--- src/rtl/eviction_write_buffer.sv ---
// eviction_write_buffer
//   Line-granular write buffer between the L2 cache and physical memory.
//   Dirty-line evictions from L2 are absorbed into a small circular FIFO so a
//   following L2 miss read can go to memory first.  Buffered lines drain to
//   memory in the background whenever L2 is quiet (or when a write finds the
//   buffer full).  L2 reads that hit a buffered line are served from the buffer.
//
// Ports
//   clk, rst                  clock, synchronous active-high reset
//   l2_read / l2_write        L2 request (held until l2_resp), never both
//   l2_addr, l2_wdata         line address ([4:0] ignored) and writeback data
//   l2_rdata, l2_resp         read data and one-cycle completion pulse
//   mem_read / mem_write      memory request (held until mem_resp)
//   mem_addr, mem_wdata       memory line address and write data
//   mem_wmask                 all ones during mem_write, else zero
//   mem_resp, mem_rdata       memory completion and read data
//   empty                     no valid entries buffered
module eviction_write_buffer #(
    parameter int DEPTH  = 2,
    parameter int LINE_W = 256
) (
    input  logic                clk,
    input  logic                rst,
    input  logic                l2_read,
    input  logic                l2_write,
    input  logic [31:0]         l2_addr,
    input  logic [LINE_W-1:0]   l2_wdata,
    output logic [LINE_W-1:0]   l2_rdata,
    output logic                l2_resp,
    output logic                mem_read,
    output logic                mem_write,
    output logic [31:0]         mem_addr,
    output logic [LINE_W-1:0]   mem_wdata,
    output logic [LINE_W/8-1:0] mem_wmask,
    input  logic                mem_resp,
    input  logic [LINE_W-1:0]   mem_rdata,
    output logic                empty
);

    localparam int PTR_W = (DEPTH > 1) ? $clog2(DEPTH) : 1;
    localparam int TAG_W = 27;

    typedef enum logic [1:0] {IDLE, RESP, MEM_RD, DRAIN} state_t;

    state_t              state;
    state_t              state_nx;
    logic [DEPTH-1:0]    valid;
    logic [TAG_W-1:0]    tag  [DEPTH];
    logic [LINE_W-1:0]   line [DEPTH];
    logic [PTR_W-1:0]    head;
    logic [PTR_W-1:0]    tail;
    // A read hit taken during a drain: l2_resp goes out next cycle.
    logic                resp_pend;

    logic                hit;
    logic [PTR_W-1:0]    hit_idx;
    logic                full;
    logic                idle_eval;
    logic                do_coalesce;
    logic                do_enq;
    logic                do_rd_hit;
    logic                do_drain_hit;
    logic                do_deq;
    logic                do_mem_fill;

    function automatic logic [PTR_W-1:0] ptr_inc(input logic [PTR_W-1:0] p);
        if (p == PTR_W'(DEPTH - 1))
            return '0;
        return p + 1'b1;
    endfunction

    // Coalescing keeps at most one valid entry per tag, so at most one hit.
    always_comb begin
        hit     = 1'b0;
        hit_idx = '0;
        for (int i = 0; i < DEPTH; i++) begin
            if (valid[i] && tag[i] == l2_addr[31:5]) begin
                hit     = 1'b1;
                hit_idx = PTR_W'(i);
            end
        end
    end

    // Entries are appended at tail and retired at head in order, so the slot
    // at tail is occupied only when every slot is.
    assign full  = valid[tail];
    assign empty = ~|valid;

    always_ff @(posedge clk) begin
        if (rst)
            state <= IDLE;
        else
            state <= state_nx;
    end

    // While a drain-hit response is going out, the L2 request is still held;
    // it must not be taken as a fresh request in that IDLE cycle.
    assign idle_eval = (state == IDLE) && !resp_pend;

    always_comb begin
        state_nx = state;
        case (state)
            IDLE: begin
                if (idle_eval) begin
                    if (l2_write)
                        state_nx = (hit || !full) ? RESP : DRAIN;
                    else if (l2_read)
                        state_nx = hit ? RESP : MEM_RD;
                    else if (!empty)
                        state_nx = DRAIN;
                end
            end
            RESP:    state_nx = IDLE;
            MEM_RD:  if (mem_resp) state_nx = RESP;
            DRAIN:   if (mem_resp) state_nx = IDLE;
            default: state_nx = IDLE;
        endcase
    end

    always_comb begin
        do_coalesce  = idle_eval && l2_write && hit;
        do_enq       = idle_eval && l2_write && !hit && !full;
        do_rd_hit    = idle_eval && !l2_write && l2_read && hit;
        do_drain_hit = (state == DRAIN) && l2_read && hit && !resp_pend;
        do_deq       = (state == DRAIN) && mem_resp;
        do_mem_fill  = (state == MEM_RD) && mem_resp;

        l2_resp   = (state == RESP) || resp_pend;
        mem_read  = (state == MEM_RD);
        mem_write = (state == DRAIN);
        mem_addr  = '0;
        mem_wdata = '0;
        mem_wmask = '0;
        if (state == MEM_RD)
            mem_addr = l2_addr;
        if (state == DRAIN) begin
            mem_addr  = {tag[head], 5'b0};
            mem_wdata = line[head];
            mem_wmask = '1;
        end
    end

    // Line storage carries no reset; validity is tracked separately.
    always_ff @(posedge clk) begin
        if (do_coalesce)
            line[hit_idx] <= l2_wdata;
        if (do_enq) begin
            tag[tail]  <= l2_addr[31:5];
            line[tail] <= l2_wdata;
        end
    end

    always_ff @(posedge clk) begin
        if (rst) begin
            valid     <= '0;
            head      <= '0;
            tail      <= '0;
            resp_pend <= 1'b0;
            l2_rdata  <= '0;
        end else begin
            resp_pend <= do_drain_hit;
            if (do_enq) begin
                valid[tail] <= 1'b1;
                tail        <= ptr_inc(tail);
            end
            if (do_deq) begin
                valid[head] <= 1'b0;
                head        <= ptr_inc(head);
            end
            if (do_rd_hit || do_drain_hit)
                l2_rdata <= line[hit_idx];
            else if (do_mem_fill)
                l2_rdata <= mem_rdata;
        end
    end

endmodule

--- config.mk ---
export PLATFORM = sky130hd
export DESIGN_NAME = eviction_write_buffer
export DESIGN_NICKNAME = d
export VERILOG_FILES = /design/src/rtl/eviction_write_buffer.sv
export SDC_FILE = /design/constraint.sdc
export NUM_CORES = 1
export LEC_CHECK = 0
export ABC_AREA = 0
export CAP_MARGIN = 20
export CORE_AREA = 2 2 434 436
export DETAILED_ROUTE_END_ITERATION = 12
export DIE_AREA = 0 0 436 438
export HOLD_SLACK_MARGIN = 0.12
export PLACE_DENSITY = 0.43
export SYNTH_ARGS = -nofsm -noshare
export SYNTH_HDL_FRONTEND = slang
export SYNTH_SLANG_ARGS = --single-unit
--- constraint.sdc ---
create_clock -name clk -period 50.4 [get_ports clk]
set_input_delay 5.04 -clock clk [delete_from_list [all_inputs] [get_ports clk]]
set_output_delay 5.04 -clock clk [all_outputs]
set_load 0.01 [all_outputs]
==> results of run 1 <==
-- how the worst min path moves through the flow --
stage          startpoint       end  slack [ns]  cells after the start
2_1_floorplan        head  valid[1]        0.47                      1
3_5_place_dp         head  valid[1]        0.50                      1
4_1_cts              head  valid[1]        0.51                      1
6_report             head  valid[1]        0.50                      1
5_1_grt              head  valid[1]        0.55                      1
3_3_place_gp         head  valid[1]        0.49                      1
-- cells in the final DEF (no fill, tap or decap), drive strengths merged, types with 7 or more instances in the layout --
| cell type | n |
|---|---|
| clkdlybuf4s50 | 1126 |
| clkbuf | 143 |
| nor2 | 295 |
| xnor2 | 22 |
| nor4 | 17 |
| a211oi | 539 |
| edfxtp | 566 |
| clkinv | 41 |
| xor2 | 33 |
| inv | 9 |
| dfxtp | 264 |
| diode | 28 |
| buf | 52 |
| nand4 | 12 |
| and3 | 256 |
| nand2 | 7 |
| mux2i | 539 |
| and2 | 7 |
-- metrics by stage --
| step | util | std cells |
|---|---|---|
| finish | 0.288 | 6490 |
| floorplan | - | 2894 |
| global placement | 0.270 | 6264 |
| global route | 0.288 | 6479 |
| detailed placement | 0.270 | 6264 |
| CTS | 0.288 | 6460 |
-- area by class of cell --
type,instances,area share
diodes,28,0.00130
clock buffers,142,0.0546
multi-input cells,1758,0.245
well taps,2495,0.0580
repair buffers,1179,0.219
flip-flops and latches,830,0.414
inverters,4,0.000279
clock inverters,54,0.00872
-- synthesized netlist by cell type, drive strengths merged, types with 2 or more instances --
master,instances
a211oi,539
a21oi,6
clkbuf,213
xnor2,22
inv,4
xor2,33
nor4,17
nor2,295
nor3,5
mux2i,539
nand3,2
buf,89
nand2,7
dfxtp,264
nor4b,2
and3,256
edfxtp,566
and2,7
nand4,12
nand4b,2
-- routing by layer --
layer / share of wire / vias to the layer above / routed length [µm] / track usage
met3: 0.064 / 223 / 11700 / 0.0517
met1: 0.41 / 14755 / 74100 / 0.218
met5: 0.00021 / - / 38 / 0
li1: - / 13191 / - / -
met4: 0.029 / 6 / 5380 / 0.0594
met2: 0.50 / 922 / 91400 / 0.316
-- registers in the layout, indices dropped and copies added, names as in the netlist, named ones only --
signal and cells:
l2_rdata 256, state 2, tail 1, resp_pend 1, line 512, tag 54
head 1, valid 2
-- logic make-up (layout without fill, tap and decap cells) --
group                     Yosys count  after routing  share of synthesized area
DFF                               830            830                      0.607
and+or+nand+nor                   611            611                     0.0838
AOI/OAI and AO/OA                 553            553                      0.113
muxes                             539            539                      0.147
buffers and inverters             306           1379                     0.0355
xor gates and xnor gates           55             55                     0.0131
other                               0             28                          0
-- report_power, final --
part / leakage [nW] / switching (mW) / internal, mW / total, mW
clock network: 1.69 / 0.317 / 0.439 / 0.756
logic: 10.4 / 0.161 / 0.119 / 0.280
registers: 7.34 / 0.0251 / 0.789 / 0.814
==> flow_metrics.tcl, run 1 <==
set metrics [dict create \
    outcome "finished clean" \
    core_area_um2 187000 \
    dp_hpwl_um 131000 \
    fin_crit_sh 0.238 \
    reg2reg_from "tag[1][9]" \
    tightest_slew_ns 1.08 \
    synth.top_cells.by_area "edfxtp_1 (46%), mux2i_1 (15%), dfxtp_1 (14%), a211oi_1 (11%), and3_1 (4.4%)" \
    start_util 0.197 \
    rows 159 \
    seqCellArea_um2 22300 \
    crit_top_cell "clkdlybuf4s50_1" \
    crit_family "buffers and inverters" \
    setup_violations 0 \
    gp_congestion 0.876 \
    synth_enable_flop_cells 566 \
    area_growth_pct 46.7 \
    synth_warnings 0 \
    cts_root_buffer "clkbuf_16" \
    setup_ws_ns 38.40 \
    via_count 29097 \
    nets 4426 \
    cts.path.max_buffers 3 \
    cts_tree "built" \
    vdd_drop_max_uv 23.3 \
    r2r_end "l2_rdata[104]" \
    antenna_left 0 \
    io_pins 1129 \
    wl_um 183000 \
    path_max_fanout 5 \
    grt_max_degree 136 \
    fin_area_um2 53800 \
    worstPathArrival_ns 6.96 \
    cp-start-kind "primary input" \
    p_leak_nw 19.4 \
    post-cts-setup-buffer-count 0 \
    fillers 19462 \
    worstSetupEndpointType "output port" \
    critPathBufInv 2 \
    vias_per_cell 4.48 \
    die_h_um 438 \
    drc 0 \
    syn_inst 2894 \
    finalHoldViolations 0 \
    clk_latency_ns 0.74 \
    rsz0062_at_grt "no" \
    powerDensity_nw_per_um2 34.4 \
    dp_slack_ns 38.50 \
    first_pass_iters 5 \
    seq_area_frac_synth 0.607 \
    critical_path.endpoint "mem_addr[29]" \
    setup_tns_ns 0 \
    avgRoutedWirePerCell_um 28.1 \
    ys.flop_type "edfxtp_1" \
    synth_top_area_frac 0.463 \
    synth_area_per_cell_um2 12.7 \
    max_stage_delay_ns 0.67 \
    required_ns 45.36 \
    yosysTopAreaCell "edfxtp_1" \
    h-tree-depth 3 \
    fmaxAchievable_mhz 83.4 \
    hold_ws_ns 0.504 \
    drv_slew 0 \
    drive_gt1_frac 0.0567 \
    worstSetupPathType "primary input to output port" \
    drtIter0Drc 1835 \
    fp.dieArea_um2 191000 \
    reg2reg_slack_ns 45.01 \
    total_power_mw 1.85 \
    cts_buffers 104 \
    async_flop_share 0 \
    grt_pass1_vias 29423 \
    skew_ns 0.0268 \
    cp_slowest_cell "clkdlybuf4s50_1" \
    synth_seq_cells 830 \
    path_cells "clkdlybuf4s50_1 > nor2_1 > a211oi_1 > clkdlybuf4s50_1" \
    hold_path_class "register to register" \
    multi_input_area_um2 13200 \
    period_needed_ns 12.00 \
    placed_cell_area_um2 50300 \
    grt_pass1_wl_um 247000 \
    reg2reg_depth 10 \
    die_w_um 436 \
    crit_start "l2_addr[29]" \
    synth_cell_types 36 \
    antenna_found_initial 46 \
    grt_usage 0.183 \
    cts.clk_slew.worst_paths_ns 0.05 \
    crit_cells 4 \
    cts_resized 0 \
    port_buffers 1128 \
    grt_overflow_total 0 \
    cap_violations 0 \
    clock-sinks 830 \
    ctsHoldBuffers 0 \
    slew_headroom 0.262 \
    syn_nets 3443 \
    synth_area_um2 36700 \
]
No activity file was read; power rests on OpenSTA's default activity.
==> run 2, diff against run 1 <==
Settings changed: CORE_AREA 2 2 434 436 to 2 2 439 441, DIE_AREA 0 0 436 438 to 0 0 441 443.
Clock period 50.4 ns to 12.5 ns, I/O delays scaled along.
==> flow_metrics.tcl, run 2 (synthesis results as in run 1) <==
set metrics [dict create \
    cts.path.max_buffers 3 \
    worstSetupEndpointType "output port" \
    grt_overflow_total 0 \
    largest_reg_flops 512 \
    final_common_cell "clkdlybuf4s50_1" \
    antenna_left 0 \
    grt_pass1_wl_um 250000 \
    cts_tree "built" \
    skew_ns 0.0274 \
    h-tree-depth 3 \
    finalHoldViolations 0 \
    tightest_slew_ns 1.12 \
    setup_tns_ns 0 \
    path_max_fanout 83 \
    fmaxAchievable_mhz 168 \
    nets 4416 \
    io_pins 1129 \
    fin_cells 6508 \
    rsz0062_at_grt "no" \
    fin_crit_sh 0.477 \
    grt_usage 0.184 \
    setup_violations 0 \
    placed_cell_area_um2 50400 \
    top_register "line" \
    die_w_um 441 \
    fp.dieArea_um2 195000 \
    rows 161 \
    fin_area_um2 53800 \
    fillers 19902 \
    powerDensity_nw_per_um2 137 \
    slew_headroom 0.254 \
    hold_ws_ns 0.508 \
    worstSetupPathType "register to output port" \
    worstPathArrival_ns 4.72 \
    area_growth_pct 46.5 \
    reg_top3 "line: 512 flops, l2_rdata: 256 flops, tag: 54 flops" \
    drc 0 \
    post-cts-setup-buffer-count 0 \
    antenna_found_initial 52 \
    cts.clk_slew.worst_paths_ns 0.06 \
    p_leak_nw 19.3 \
    drive_gt1_frac 0.0521 \
    setup_ws_ns 6.53 \
    ctsHoldBuffers 0 \
    grt_pass1_vias 29216 \
    cap_violations 0 \
    grt_max_degree 164 \
    dp.cells 6287 \
    drv_slew 0 \
    core_area_um2 191000 \
    period_needed_ns 5.97 \
    required_ns 11.25 \
    vdd_drop_max_uv 86.2 \
    die_h_um 443 \
    cp-start-kind "register" \
    port_buffers 1128 \
    final_cell_mix "clkdlybuf4s50_1 (1,126), edfxtp_1 (566), mux2i_1 (539), a211oi_1 (539), nor2_1 (294)" \
    drtIter0Drc 1922 \
    first_pass_iters 5 \
    clk_latency_ns 0.73 \
    outcome "finished clean" \
    gp_congestion 0.889 \
    vias_per_cell 4.49 \
    hold_path_class "register to register" \
    cts_buffers 103 \
    cts_resized 0 \
    start_util 0.192 \
    wl_um 187000 \
    via_count 29217 \
    dp_hpwl_um 133000 \
    cts_root_buffer "clkbuf_16" \
    dp_slack_ns 6.02 \
    avgRoutedWirePerCell_um 28.7 \
    clock-sinks 830 \
]
==> run 2: cell count changes in the layout (fill, tap and decap cells not counted), moves of 2 or more <==
cell	previous run	this run
clkinv_4	2	5
clkinv_2	25	11
inv_16	2	0
buf_4	45	30
clkbuf_1	22	29
clkbuf_8	14	22
buf_12	5	12
bufinv_16	6	2
==> run 2: metal layers <==
layer	up-vias	routed length [µm]	global-route usage
met1	14888	76000	0.223
met3	217	12000	0.0506
met5	-	149	0
met4	22	4770	0.0563
li1	13153	-	-
met2	937	93600	0.314
==> run 2: worst paths after layout <==
kind / cells past startpoint / from / end / slack, ns
worst min register to register: 1 / head / valid[1] / 0.51
worst min-delay path: 1 / head / valid[1] / 0.51
worst max-delay path: 5 / register / mem_wdata[48] / 6.53
worst max register to register: 8 / tag[1][16] / line[1][95] / 7.50
==> run 2: cell type report <==
type,count,area (µm²),area share
Multi-Input combinational cell,1758,13200,0.245
Antenna cell,27,67.6,0.00126
Clock buffer,156,3050,0.0567
Inverter,4,15.0,0.000279
Timing Repair Buffer,1170,11800,0.219
Clock inverter,37,267,0.00496
Sequential cell,830,22300,0.414
Tap cell,2526,3160,0.0588
==> run 2: worst max-delay path, cell delays in order, from the launching register on <==
cell and delay (ns):
dfxtp_4 0.98, buf_12 0.44, buf_12 0.57, mux2i_1 0.19
nor2_1 0.73, clkdlybuf4s50_1 0.73
==> run 2: per-stage QoR <==
stage	power [mW]	util
4_1_cts	7.48	0.281
6_report	7.37	0.281
2_1_floorplan	3.83	-
3_5_place_dp	4.49	0.263
5_1_grt	7.65	0.281
3_3_place_gp	4.48	0.263
==> run 2: power by group <==
part           internal [mW]  switching (mW)
clock                   1.72            1.24
sequential              3.18           0.102
combinational          0.480           0.655
total                   5.38            1.99
